**src/rtl/adc_pkg.sv**
```systemverilog
// ---------------------------------------------------------------------------
// adc_pkg
// Shared types and constants for the ADC sample scheduler.
//   state_t    : sweep FSM state encoding
//   CMD_PREFIX : fixed upper nibble of the SPI command word
//   CMD_RANGE  : fixed low 7-bit range field of the SPI command word
//   TAG_W      : width of the ADC index carried alongside each sample
//   DATA_W     : sample / command word width
// ---------------------------------------------------------------------------
package adc_pkg;

  localparam int TAG_W  = 3;
  localparam int DATA_W = 16;

  localparam logic [3:0] CMD_PREFIX = 4'b0001;
  localparam logic [6:0] CMD_RANGE  = 7'b1000000;

  typedef enum logic [2:0] {
    IDLE,
    WAIT_TICK,
    START,
    CONV,
    PUSH,
    NEXT
  } state_t;

  // Command word sent to every ADC of a sweep: {prefix, 1, 00, channel, range}
  function automatic logic [DATA_W-1:0] make_cmd(input logic [1:0] ch);
    return {CMD_PREFIX, 1'b1, 2'b00, ch, CMD_RANGE};
  endfunction

endpackage

```
**src/rtl/sample_tick_gen.sv**
```systemverilog
// ---------------------------------------------------------------------------
// sample_tick_gen
// Free-running sample-period counter. Counts 0..CLK_DIV-1 while enabled and
// is held at 0 while disabled; tick_o is high for the single cycle in which
// the count sits at CLK_DIV-1.
// Ports:
//   clk_i  : system clock
//   rst_ni : asynchronous active-low reset
//   en_i   : run enable
//   tick_o : one-cycle sample-rate tick
// ---------------------------------------------------------------------------
module sample_tick_gen #(
  parameter int CLK_DIV = 256
) (
  input  logic clk_i,
  input  logic rst_ni,
  input  logic en_i,
  output logic tick_o
);

  localparam int            CW   = (CLK_DIV > 1) ? $clog2(CLK_DIV) : 1;
  localparam logic [CW-1:0] LAST = CW'(CLK_DIV - 1);

  logic [CW-1:0] cnt_q;

  always_ff @(posedge clk_i or negedge rst_ni) begin
    if (!rst_ni) begin
      cnt_q <= '0;
    end else if (!en_i || (cnt_q == LAST)) begin
      cnt_q <= '0;
    end else begin
      cnt_q <= cnt_q + 1'b1;
    end
  end

  // Gated with en_i so a disabled counter never produces a tick.
  assign tick_o = en_i && (cnt_q == LAST);

endmodule

```
**src/rtl/adc_sample_scheduler.sv**
```systemverilog
// ---------------------------------------------------------------------------
// adc_sample_scheduler
// On every sample tick, sweeps the enabled ADC SPI masters in ascending index
// order: raises one ENA at a time, waits for that master's FIN (or a timeout),
// then writes the captured result plus its ADC index into the sample FIFO.
// Ports:
//   SYS_CLK     : system clock
//   reset       : asynchronous active-low reset
//   EN          : run enable
//   ADC_MASK    : per-ADC enable, sampled at the start of each sweep
//   CH_SEL      : ADC input channel, sampled at the start of each sweep
//   SPI_ENA     : one-hot enable to the SPI masters
//   SPI_CMD     : command word for the current sweep
//   SPI_FIN     : per-master one-cycle done pulse
//   SPI_DATA    : per-master result, 16 bits each, valid with FIN
//   FIFO_FULL   : sample FIFO full
//   FIFO_WR     : one-cycle FIFO write strobe
//   FIFO_DIN    : sample data
//   FIFO_TAG    : ADC index of FIFO_DIN
//   BUSY        : sweep in progress
//   OVERRUN_CNT : samples dropped on a full FIFO, saturating
//   MISSED_TICK : sticky, a tick arrived during a sweep
//   TIMEOUT_ERR : sticky per-ADC FIN timeout flags
// ---------------------------------------------------------------------------
module adc_sample_scheduler
  import adc_pkg::*;
#(
  parameter int N_ADC   = 5,
  parameter int CLK_DIV = 256,
  parameter int TIMEOUT = 64
) (
  input  logic                    SYS_CLK,
  input  logic                    reset,
  input  logic                    EN,
  input  logic [N_ADC-1:0]        ADC_MASK,
  input  logic [1:0]              CH_SEL,
  output logic [N_ADC-1:0]        SPI_ENA,
  output logic [DATA_W-1:0]       SPI_CMD,
  input  logic [N_ADC-1:0]        SPI_FIN,
  input  logic [DATA_W*N_ADC-1:0] SPI_DATA,
  input  logic                    FIFO_FULL,
  output logic                    FIFO_WR,
  output logic [DATA_W-1:0]       FIFO_DIN,
  output logic [TAG_W-1:0]        FIFO_TAG,
  output logic                    BUSY,
  output logic [15:0]             OVERRUN_CNT,
  output logic                    MISSED_TICK,
  output logic [N_ADC-1:0]        TIMEOUT_ERR
);

  localparam int            TW       = $clog2(TIMEOUT + 1);
  localparam logic [TW-1:0] TMO_LAST = TW'(TIMEOUT - 1);

  state_t              state_q;
  logic [TAG_W-1:0]    idx_q;
  logic [N_ADC-1:0]    mask_q;
  logic [N_ADC-1:0]    ena_q;
  logic [DATA_W-1:0]   cmd_q;
  logic [DATA_W-1:0]   data_q;
  logic [TW-1:0]       tmo_q;
  logic                busy_q;
  logic [15:0]         ovr_q;
  logic                missed_q;
  logic [N_ADC-1:0]    tmo_err_q;

  logic                tick;
  logic [TAG_W-1:0]    first_idx;
  logic [TAG_W-1:0]    nxt_idx;
  logic                nxt_vld;
  logic [N_ADC-1:0]    ena_onehot;
  logic [DATA_W-1:0]   data_arr [N_ADC];

  sample_tick_gen #(
    .CLK_DIV (CLK_DIV)
  ) u_tick (
    .clk_i  (SYS_CLK),
    .rst_ni (reset),
    .en_i   (EN),
    .tick_o (tick)
  );

  for (genvar gi = 0; gi < N_ADC; gi++) begin : g_data
    assign data_arr[gi] = SPI_DATA[gi*DATA_W +: DATA_W];
  end

  // Lowest set bit of the live mask (sweep start) and next higher set bit of
  // the latched mask above the current index (sweep advance). Scanning from
  // the top down leaves the lowest qualifying index in the result.
  always_comb begin
    first_idx = '0;
    nxt_idx   = '0;
    nxt_vld   = 1'b0;
    for (int i = N_ADC - 1; i >= 0; i--) begin
      if (ADC_MASK[i]) begin
        first_idx = TAG_W'(i);
      end
      if (mask_q[i] && (i > int'(idx_q))) begin
        nxt_vld = 1'b1;
        nxt_idx = TAG_W'(i);
      end
    end
  end

  always_comb begin
    ena_onehot        = '0;
    ena_onehot[idx_q] = 1'b1;
  end

  always_ff @(posedge SYS_CLK or negedge reset) begin
    if (!reset) begin
      state_q   <= IDLE;
      idx_q     <= '0;
      mask_q    <= '0;
      ena_q     <= '0;
      cmd_q     <= '0;
      data_q    <= '0;
      tmo_q     <= '0;
      busy_q    <= 1'b0;
      ovr_q     <= '0;
      missed_q  <= 1'b0;
      tmo_err_q <= '0;
    end else begin
      // Ticks during a sweep are only recorded, never queued.
      if (tick && busy_q) begin
        missed_q <= 1'b1;
      end

      case (state_q)
        IDLE: begin
          if (EN) begin
            state_q <= WAIT_TICK;
          end
        end

        WAIT_TICK: begin
          if (!EN) begin
            state_q <= IDLE;
          end else if (tick && (ADC_MASK != '0)) begin
            mask_q  <= ADC_MASK;
            cmd_q   <= make_cmd(CH_SEL);
            idx_q   <= first_idx;
            busy_q  <= 1'b1;
            state_q <= START;
          end
        end

        START: begin
          ena_q   <= ena_onehot;
          tmo_q   <= '0;
          state_q <= CONV;
        end

        CONV: begin
          // Only the FIN of the addressed master is honoured.
          if (SPI_FIN[idx_q]) begin
            data_q  <= data_arr[idx_q];
            ena_q   <= '0;
            state_q <= PUSH;
          end else if (tmo_q == TMO_LAST) begin
            ena_q            <= '0;
            tmo_err_q[idx_q] <= 1'b1;
            state_q          <= NEXT;
          end else begin
            tmo_q <= tmo_q + 1'b1;
          end
        end

        PUSH: begin
          if (FIFO_FULL && (ovr_q != 16'hFFFF)) begin
            ovr_q <= ovr_q + 16'd1;
          end
          state_q <= NEXT;
        end

        NEXT: begin
          // EN low ends the sweep after the conversion just finished.
          if (EN && nxt_vld) begin
            idx_q   <= nxt_idx;
            state_q <= START;
          end else begin
            busy_q  <= 1'b0;
            state_q <= EN ? WAIT_TICK : IDLE;
          end
        end

        default: state_q <= IDLE;
      endcase
    end
  end

  // The write decision uses FIFO_FULL of the PUSH cycle itself, so the strobe
  // is gated combinationally rather than registered a cycle early.
  assign FIFO_WR     = (state_q == PUSH) && !FIFO_FULL;
  assign FIFO_DIN    = data_q;
  assign FIFO_TAG    = idx_q;
  assign SPI_ENA     = ena_q;
  assign SPI_CMD     = cmd_q;
  assign BUSY        = busy_q;
  assign OVERRUN_CNT = ovr_q;
  assign MISSED_TICK = missed_q;
  assign TIMEOUT_ERR = tmo_err_q;

endmodule
```
**config.mk**
```make
export PLATFORM = sky130hd
export DESIGN_NAME = adc_sample_scheduler
export DESIGN_NICKNAME = d
export VERILOG_FILES = /design/src/rtl/adc_pkg.sv /design/src/rtl/sample_tick_gen.sv /design/src/rtl/adc_sample_scheduler.sv
export SDC_FILE = /design/constraint.sdc
export NUM_CORES = 1
export LEC_CHECK = 0
export CAP_MARGIN = 20
export CORE_ASPECT_RATIO = 1.25
export CORE_UTILIZATION = 44
export CTS_CLUSTER_SIZE = 16
export DETAILED_ROUTE_END_ITERATION = 10
export PLACE_DENSITY = 0.87
export SETUP_SLACK_MARGIN = 0.5
export SLEW_MARGIN = 40
export SYNTH_ARGS = -nofsm -noshare
export SYNTH_HDL_FRONTEND = slang
export SYNTH_HIERARCHICAL = 1
export SYNTH_SLANG_ARGS = --single-unit
export TNS_END_PERCENT = 100
```
**constraint.sdc**
```tcl
create_clock -name SYS_CLK -period 2.7 [get_ports SYS_CLK]
set_input_delay 0.54 -clock SYS_CLK [delete_from_list [all_inputs] [get_ports SYS_CLK]]
set_output_delay 0.54 -clock SYS_CLK [all_outputs]
set_load 0.005 [all_outputs]
```
# Word level (Yosys, flattened, before mapping)
# Index checks and enable logic that the tools add are counted.
# word_totals
regBits	74
out_inout_bits	64
word_cells	112
# classes
addsub	3
n_lt_le_gt_ge	7
eq_ne	17
muxes	43
n_bitwise	3
n_reduce_logical	27
# ops
operator	count
3-bit two-way mux	17
16-bit binary-select mux with 3-bit select	1
16-bit two-way mux	2
3-bit one-hot mux with 6 select lines	1
16-bit by 1-bit adder with 16-bit output (second input constant)	1
16-bit inequality test (second input constant)	1
7-bit two-way mux	2
2-bit inequality test (second input constant)	7
7-bit one-hot mux with 2 select lines	1
3-bit AND reduction	4
1-bit logical AND	11
1-bit two-way mux	10
5-bit two-way mux	2
5-bit one-hot mux with 2 select lines	1
8-bit by 1-bit adder with 8-bit output (second input constant)	1
8-bit equality test (second input constant)	1
8-bit two-way mux	1
4-bit AND reduction	2
7-bit by 1-bit adder with 7-bit output (second input constant)	1
7-bit by 6-bit equality test with 1-bit output (second input constant)	1
3-bit by 2-bit equality test with 1-bit output (second input constant)	2
3-bit equality test (second input constant)	2
2-bit by 3-bit greater-than comparator with 1-bit output (first input constant)	2
3-bit inequality test (second input constant)	2
other kinds (20)	24

# Logic depth before layout (Yosys ltp)
# Gate-level depths: netlist of the first run.
# depth
word_depth	9
mapped_depth	7
depth_no_buf	7

# Modules after synthesis
# The synthesis of the first run kept the hierarchy.
# by_module_without_submodules
mod	instances	cells_each	area_each_um2
adc_sample_scheduler	1	363	3764.9
sample_tick_gen	1	39	377.9

# Worst setup path after synthesis of the first run
# Ideal clock, no wire load.
# synth_path
kind	flip-flop to flip-flop
start	register u_tick.cnt_q[0]
end	register cmd_q[7] (netlist: SPI_CMD[7])
arrival_time_ps	1833
path_slack_ps	742
stages_incl_launch_ff	8
n_path_buf	1
synth_period_minus_slack_ps	1958
path_cell_list	dfrtp_1 -> ha_1 -> nand3_2 -> nor3_1 -> o21ai_0 -> or3_1 -> buf_4 -> mux2_2
# synth_via
elab_chain_cells	4
# synth_rtl
element	line_no	source
start: declaration	sample_tick_gen.sv:24	logic [CW-1:0] cnt_q;
start signal: assignment	sample_tick_gen.sv:32	cnt_q <= cnt_q + 1'b1;
8-bit equality test	sample_tick_gen.sv:37	assign tick_o = en_i && (cnt_q == LAST);
1-bit logical AND	sample_tick_gen.sv:37	
named net tick	adc_sample_scheduler.sv:66	logic tick;
1-bit logical AND	adc_sample_scheduler.sv:138	end else if (tick && (ADC_MASK != '0)) begin
3-bit AND reduction (no line)	--	
end signal: assignment	adc_sample_scheduler.sv:140	cmd_q <= make_cmd(CH_SEL);
end: declaration	adc_sample_scheduler.sv:58	logic [DATA_W-1:0] cmd_q;
# The timed path passes the listed nets, and every way through them passes these cells.
# A chain may end at the register's enable or synchronous reset.

# Worst setup path in the final report of the first run
# layout_path
start	register state_q[1]
end	output port FIFO_WR
# layout_via
elab_chain_cells	2
# layout_rtl
element	line_no	source
start: declaration	adc_sample_scheduler.sv:54	state_t state_q;
start signal: assignment	adc_sample_scheduler.sv:182	state_q <= EN ? WAIT_TICK : IDLE;
3-bit equality test	adc_sample_scheduler.sv:193	assign FIFO_WR = (state_q == PUSH) && !FIFO_FULL;
1-bit logical AND	adc_sample_scheduler.sv:193	
end: declaration	adc_sample_scheduler.sv:42	output logic FIFO_WR,
# Every way passes these cells.

==> metrics.cfg, run 1 <==
[sta]
fin_crit_ps=2170
slew_violations=0
skew_ps=7.61
setup_viol=0
fmaxAchievable_mhz=461
period_share_pct=80.3
slew_headroom_pct=60.6
worst_slew_pin_slew_ps=588
finalSetupTns_ps=0
timing.final.hold_violations=0
rsz0062_at_grt=true

[detailed_routing]
first_iter_violations=297
ant_nets=0
wirelength_um=11900
vias_per_cell=5.61
dr.pass1.iters=4
vias=3840
wl_per_cell_um=17.3
remaining_drc_errors=0

[global_route]
grt_max_degree=73
grt-ovfl-total=0
grt_usage_pct=24.9
grt_pass1_vias=3859
grt_pass1_wl_um=18800
antenna_found_initial=0

[cts]
cts_tree=yes
cts_sinks=72
root_buffer=clkbuf_16
clk_latency_ps=330
ctsHoldBuffers=0
cts.clk_slew.worst_paths_ps=60
h-tree-depth=3
clk_path_buf_depth=2
cts_inserted_buffers=9

[worst_setup_path]
start_kind=register
end_kind=output pin
required_ps=2160
r2r_cells=7
r2r-start=FIFO_TAG[1]$_DFFE_PN0P_
crit_fanout=4
rr_endpoint=FIFO_DIN[13]$_DFFE_PN0P_
arrival_ps=1630
crit_chain=nor2b_4 -> nand2b_1 -> nor2_1 -> clkdlybuf4s50_1
critical_path_class=reg -> out
cpPeakStageDelay_ps=500
cp_slowest_cell=clkdlybuf4s50_1
r2r_setup_slack_ps=690

[run]
maxCapViolCount=0

[logic_synthesis]
synth_area_leader_cell=dfrtp_1
synth_top_family_by_area=compound AO/OA/AOI/OAI gates
syn_avg_cell_area_um2=10.3
synth_edf_count=0
yosysMostFrequentCell=dfrtp_1
yosys-top-cells-count=dfrtp_1, nor2_1, nand2_1, a21oi_1, mux2i_1
synth_fa_ha_area_share_pct=0.906
ys_seq_area_share_pct=43.5
muxShareOfSynthArea_pct=11.0
yosys_warnings=6
syn-cell-area_um2=4140
synth-main-ff-cell=dfrtp_1
synth-xor-area-share_pct=3.59
yosys-top-cells-area=dfrtp_1, mux2i_1, nor2_1, mux4_2, a21oi_1
synth-seq-cells=72
synth_cell_types=67
synth_compound_area_share_pct=18.3
synthSimpleGateAreaFrac_pct=17.0
synth_top_area_share_pct=43.5
synth_cells=402
async_flop_share_pct=100

[final_layout]
syn2layout_area_growth_pct=47.4
nNetsFinal=656
drive_gt1_share_pct=13.9
antenna_cells=0

[placed_design]
dp_hpwl_um=8720
port_buffers=148
gp_congestion=0.838

[die]
ioPinCount=160
die_y_um=110
core_um2=9130
num_rows=39
die-area_um2=9810
die_x_um=88.8
initial_utilization_pct=45.4

[pwr]
leakagePower_nw=2.54
vdd_ir_drop_max_mv=0.560
powerDensity_nw_per_um2=823
total_power_mw=5.02

[run_status]
status=complete, no violations

[min_path]
worst_hold_path_type=in -> async

state kept, by name, summed over array words and instances (netlist names):
register / cells
SPI_CMD: 3
mask_q: 4
state_q: 3
u_tick/cnt_q: 8
MISSED_TICK: 1
TIMEOUT_ERR: 5
tmo_q: 7
SPI_ENA: 5
FIFO_TAG: 3
FIFO_DIN: 16
OVERRUN_CNT: 16
BUSY: 1
kinds of logic after synthesis:
group | Yosys count
simple gates | 130
fa+ha+maj | 3
xor+xnor | 17
compound gates | 101
buf+inv | 41
other cells | 1
mux | 37
flops | 72
per-stage QoR:
step | setup slack [ps] | instances | utilization, % | instance area, µm² | hold slack (ps)
finish | 532 | 685 | 66.9 | 6100 | 221
global placement | 210 | 661 | 62.4 | 5700 | 464
floorplan | 742 | 412 | - | 4180 | 244
CTS | 452 | 682 | 66.5 | 6070 | 250
detailed placement | 173 | 661 | 62.4 | 5700 | 466
global route | 444 | 685 | 66.9 | 6100 | 253
final cells by class:
cell class	instances	area, µm²
Multi-Input combinational cell	299	2170
Clock buffer	11	253
Tap cell	123	154
Inverter	10	37.5
Timing Repair Buffer	165	1630
Sequential cell	72	1810
Clock inverter	5	55.1
Fill cell	668	3020
cell usage in the layout (no fill, tap or decap), drive strengths merged, types with 3 or more instances in the layout:
cell type	Yosys	layout
conb	1	11
mux2i	22	22
mux2	9	9
nor2b	5	5
inv	10	10
xnor2	12	12
clkbuf	7	11
nand2	28	28
a22oi	6	6
nor3b	3	3
nor2	39	39
and3	4	4
o21bai	3	3
o221ai	11	11
a31oi	3	3
o211ai	4	4
and4	3	3
nand3	11	11
a22o	4	4
clkdlybuf4s50	0	147
buf	24	18
ha	3	3
o21a	10	10
and2	4	4
nand2b	7	7
nand4	10	10
nor3	5	5
mux4	6	6
or3	4	4
xor2	5	5
dfrtp	72	72
o21ai	11	11
a21oi	27	27
worst max path at each step:
stage,startpoint,to,slack (ps),depth (start not counted)
floorplan,u_tick/cnt_q[0]$_DFF_PN0_,SPI_CMD[7]$_DFFE_PN0P_,740,7
global placement,ADC_MASK[0],mask_q[2]$_DFFE_PN0P_,210,5
detailed placement,ADC_MASK[2],mask_q[4]$_DFFE_PN0P_,170,5
CTS,state_q[1]$_DFFE_PN0P_,FIFO_WR,450,4
global route,state_q[1]$_DFFE_PN0P_,FIFO_WR,440,4
finish,state_q[1]$_DFFE_PN0P_,FIFO_WR,530,4
critical path, delay by kind of cell, from the launching register on:
family,cells,cell delay [ps]
and+or+nand+nor,3,360
DFF,1,440
buffers and inverters,1,500
power by group:
group	leakage (nW)	total [mW]	switching, mW	internal (mW)
Clock	0.148	1.21	0.446	0.762
Combinational	1.48	2.26	1.08	1.18
Sequential	0.914	1.55	0.218	1.34
Total	2.54	5.02	1.75	3.27
per-layer routing:
metal / track usage [%] / share of wire, % / wire length, µm
met4: 11.9 / 3.3 / 393
met3: 6.13 / 7.9 / 940
met2: 44.2 / 53 / 6260
met1: 26.7 / 36 / 4260
met5: 0 / 0 / 0
timing repair:
action,CTS,global route
hold endpoints to repair,0,0
setup buffers,5,3
gates cloned,0,0
resized for setup,8,6
endpoints found under the setup margin,3,10
(Power assumes the default switching activity.)
==> inputs of run 2 (changes only) <==
- clock period: 2.7 -> 2 ns (I/O delays scaled with it)
==> metrics.cfg, run 2 (synthesis gave the netlist of run 1 again) <==
[run_status]
status=complete, no violations

[sta]
timing.final.hold_violations=0
setup_viol=0
worst_slew_pin_slew_ps=616
whs_ps=432
skew_ps=8.23
slew_violations=0
slew_headroom_pct=58.9
rsz0062_at_grt=true
fmaxAchievable_mhz=540
period_share_pct=92.5
fin_crit_ps=1850

[pwr]
p_int_mw=5.49
vdd_ir_drop_max_mv=0.598
powerDensity_nw_per_um2=1140
clkPwrFrac_pct=20.0
swShare_pct=36.6
power.switching_mw=3.17
pwr-share-seq_pct=24.3
leakagePower_nw=3.43
pwr-share-comb_pct=55.8

[die]
ioPinCount=160
num_rows=39
die_x_um=88.8
core_um2=9130
die-area_um2=9810
initial_utilization_pct=45.4
die_y_um=110

[detailed_routing]
wl_per_cell_um=20.8
vias_per_cell=5.69
ant_nets=0
wirelength_um=16600
dr.pass1.iters=5
first_iter_violations=311
remaining_drc_errors=0
vias=4543

[final_layout]
antenna_cells=0
final_cell_mix=buf_4, clkdlybuf4s50_1, dfrtp_1, dlygate4sd2_1, buf_6
post-route-util_pct=82.9
final_common_cell=buf_4
postLayoutCellArea_um2=7560
num-fill-cells=464
syn2layout_area_growth_pct=82.5
drive_gt1_share_pct=37.8
nNetsFinal=769

[cts]
cts.clk_slew.worst_paths_ps=60
h-tree-depth=3
root_buffer=clkbuf_16
cts_sinks=72
clk_latency_ps=340
cts_inserted_buffers=9
clk_path_buf_depth=2
cts_tree=yes

[worst_setup_path]
end_kind=register
crit_fanout=8
crit_buf_inv=3
cp_slowest_cell=dfrtp_2
start_kind=register
critical_path_class=reg -> reg
cpPeakStageDelay_ps=420
crit_chain=buf_8 -> mux2i_4 -> o221a_4 -> nor2_4 -> buf_12 -> buf_12 -> o221ai_2 -> o21a_1
required_ps=2220
cpMostUsedCell=buf_12
critPathTopFamily=compound AO/OA/AOI/OAI gates
arrival_ps=2070

[run]
maxCapViolCount=0

[global_route]
grt_max_degree=29
grt_pass1_wl_um=23500
antenna_found_initial=0
grt_usage_pct=31.3
grt_pass1_vias=4738
grt-ovfl-total=0

[min_path]
worst_hold_path_type=in -> async

[placed_design]
dpl_cell_area_um2=6020
gp_congestion=0.891
dp_hpwl_um=9290
port_buffers=148

run 2: changes by cell type in the layout (fill, tap and decap cells not counted), moves of 6 or more:
cell,before,now
o21ai_0,11,5
buf_4,14,91
clkdlybuf4s50_1,147,89
nor2_2,1,7
o221ai_2,0,9
a21oi_2,1,7
a21oi_1,26,20
dlygate4sd2_1,0,52
nor2_1,36,26
o221ai_1,10,0
buf_6,1,31
run 2: layout make-up:
type,count,area (µm²),share of cell area [%]
clock buffer,11,233,3.08
clock inverter,5,81.3,1.08
inverter,10,37.5,0.496
multi-input combinational,299,2600,34.4
sequential,72,1810,23.9
tap,123,154,2.04
timing repair buffer,278,2650,35.0
run 2: final timing paths:
path,startpoint,end,slack [ps],depth (start not counted)
min,reset,OVERRUN_CNT[15]$_DFFE_PN0P_,430,2
min reg2reg,MISSED_TICK$_DFFE_PN0P_,MISSED_TICK$_DFFE_PN0P_,460,1
max reg2reg,FIFO_TAG[0]$_DFFE_PN0P_,FIFO_DIN[12]$_DFFE_PN0P_,150,8
min in group SYS_CLK,MISSED_TICK$_DFFE_PN0P_,MISSED_TICK$_DFFE_PN0P_,460,1
max in group asynchronous,reset,OVERRUN_CNT[2]$_DFFE_PN0P_,950,3
max,FIFO_TAG[0]$_DFFE_PN0P_,FIFO_DIN[12]$_DFFE_PN0P_,150,8
run 2: power groups by stage:
stage	clock, mW	combinational, mW	sequential [mW]
global placement	0	3.02	2.13
global route	1.80	5.08	2.13
CTS	1.71	4.18	2.02
detailed placement	0	3.12	2.14
finish	1.73	4.83	2.10
floorplan	0	1.94	2.06
run 2: per-stage QoR:
stage	TNS [ps]	cells	total power, mW	setup slack (ps)
2_1_floorplan	0	412	4.00	263
4_1_cts	0	782	7.90	215
5_1_grt	0	798	9.00	105
3_3_place_gp	-2070	683	5.14	-251
3_5_place_dp	-2560	683	5.27	-272
6_report	0	798	8.65	150
run 2: timing repair:
action                                 CTS  global route
gates cloned                             4             0
pin swaps                               36            21
setup endpoints to repair              114            73
endpoints found under the hold margin    5             0
hold buffers                             1             0
buffers inserted                        78            16
gates resized for setup                133            58
run 2: metal layers:
| layer | vias to the layer above | global-route usage, % | part of all wire (%) |
|---|---|---|---|
| li1 | 1997 | - | - |
| met1 | 2222 | 33.0 | 34 |
| met2 | 261 | 55.3 | 53 |
| met3 | 63 | 7.62 | 8.2 |
| met4 | 0 | 17.6 | 4.6 |
| met5 | - | 0 | 0 |
run 2: worst register-to-register path: cells and delay by family, from the launching register on:
| kind | cells | cell delay [ps] |
|---|---|---|
| AOI/OAI and AO/OA | 3 | 580 |
| buffers and inverters | 3 | 430 |
| DFF | 1 | 420 |
| muxes | 1 | 210 |
| and+or+nand+nor | 1 | 100 |
==> inputs of run 3 (changes only) <==
- CTS_CLUSTER_DIAMETER: default -> 30
==> results of run 3 <==
Final layout, timing and power as in run 2 (identical DEF).
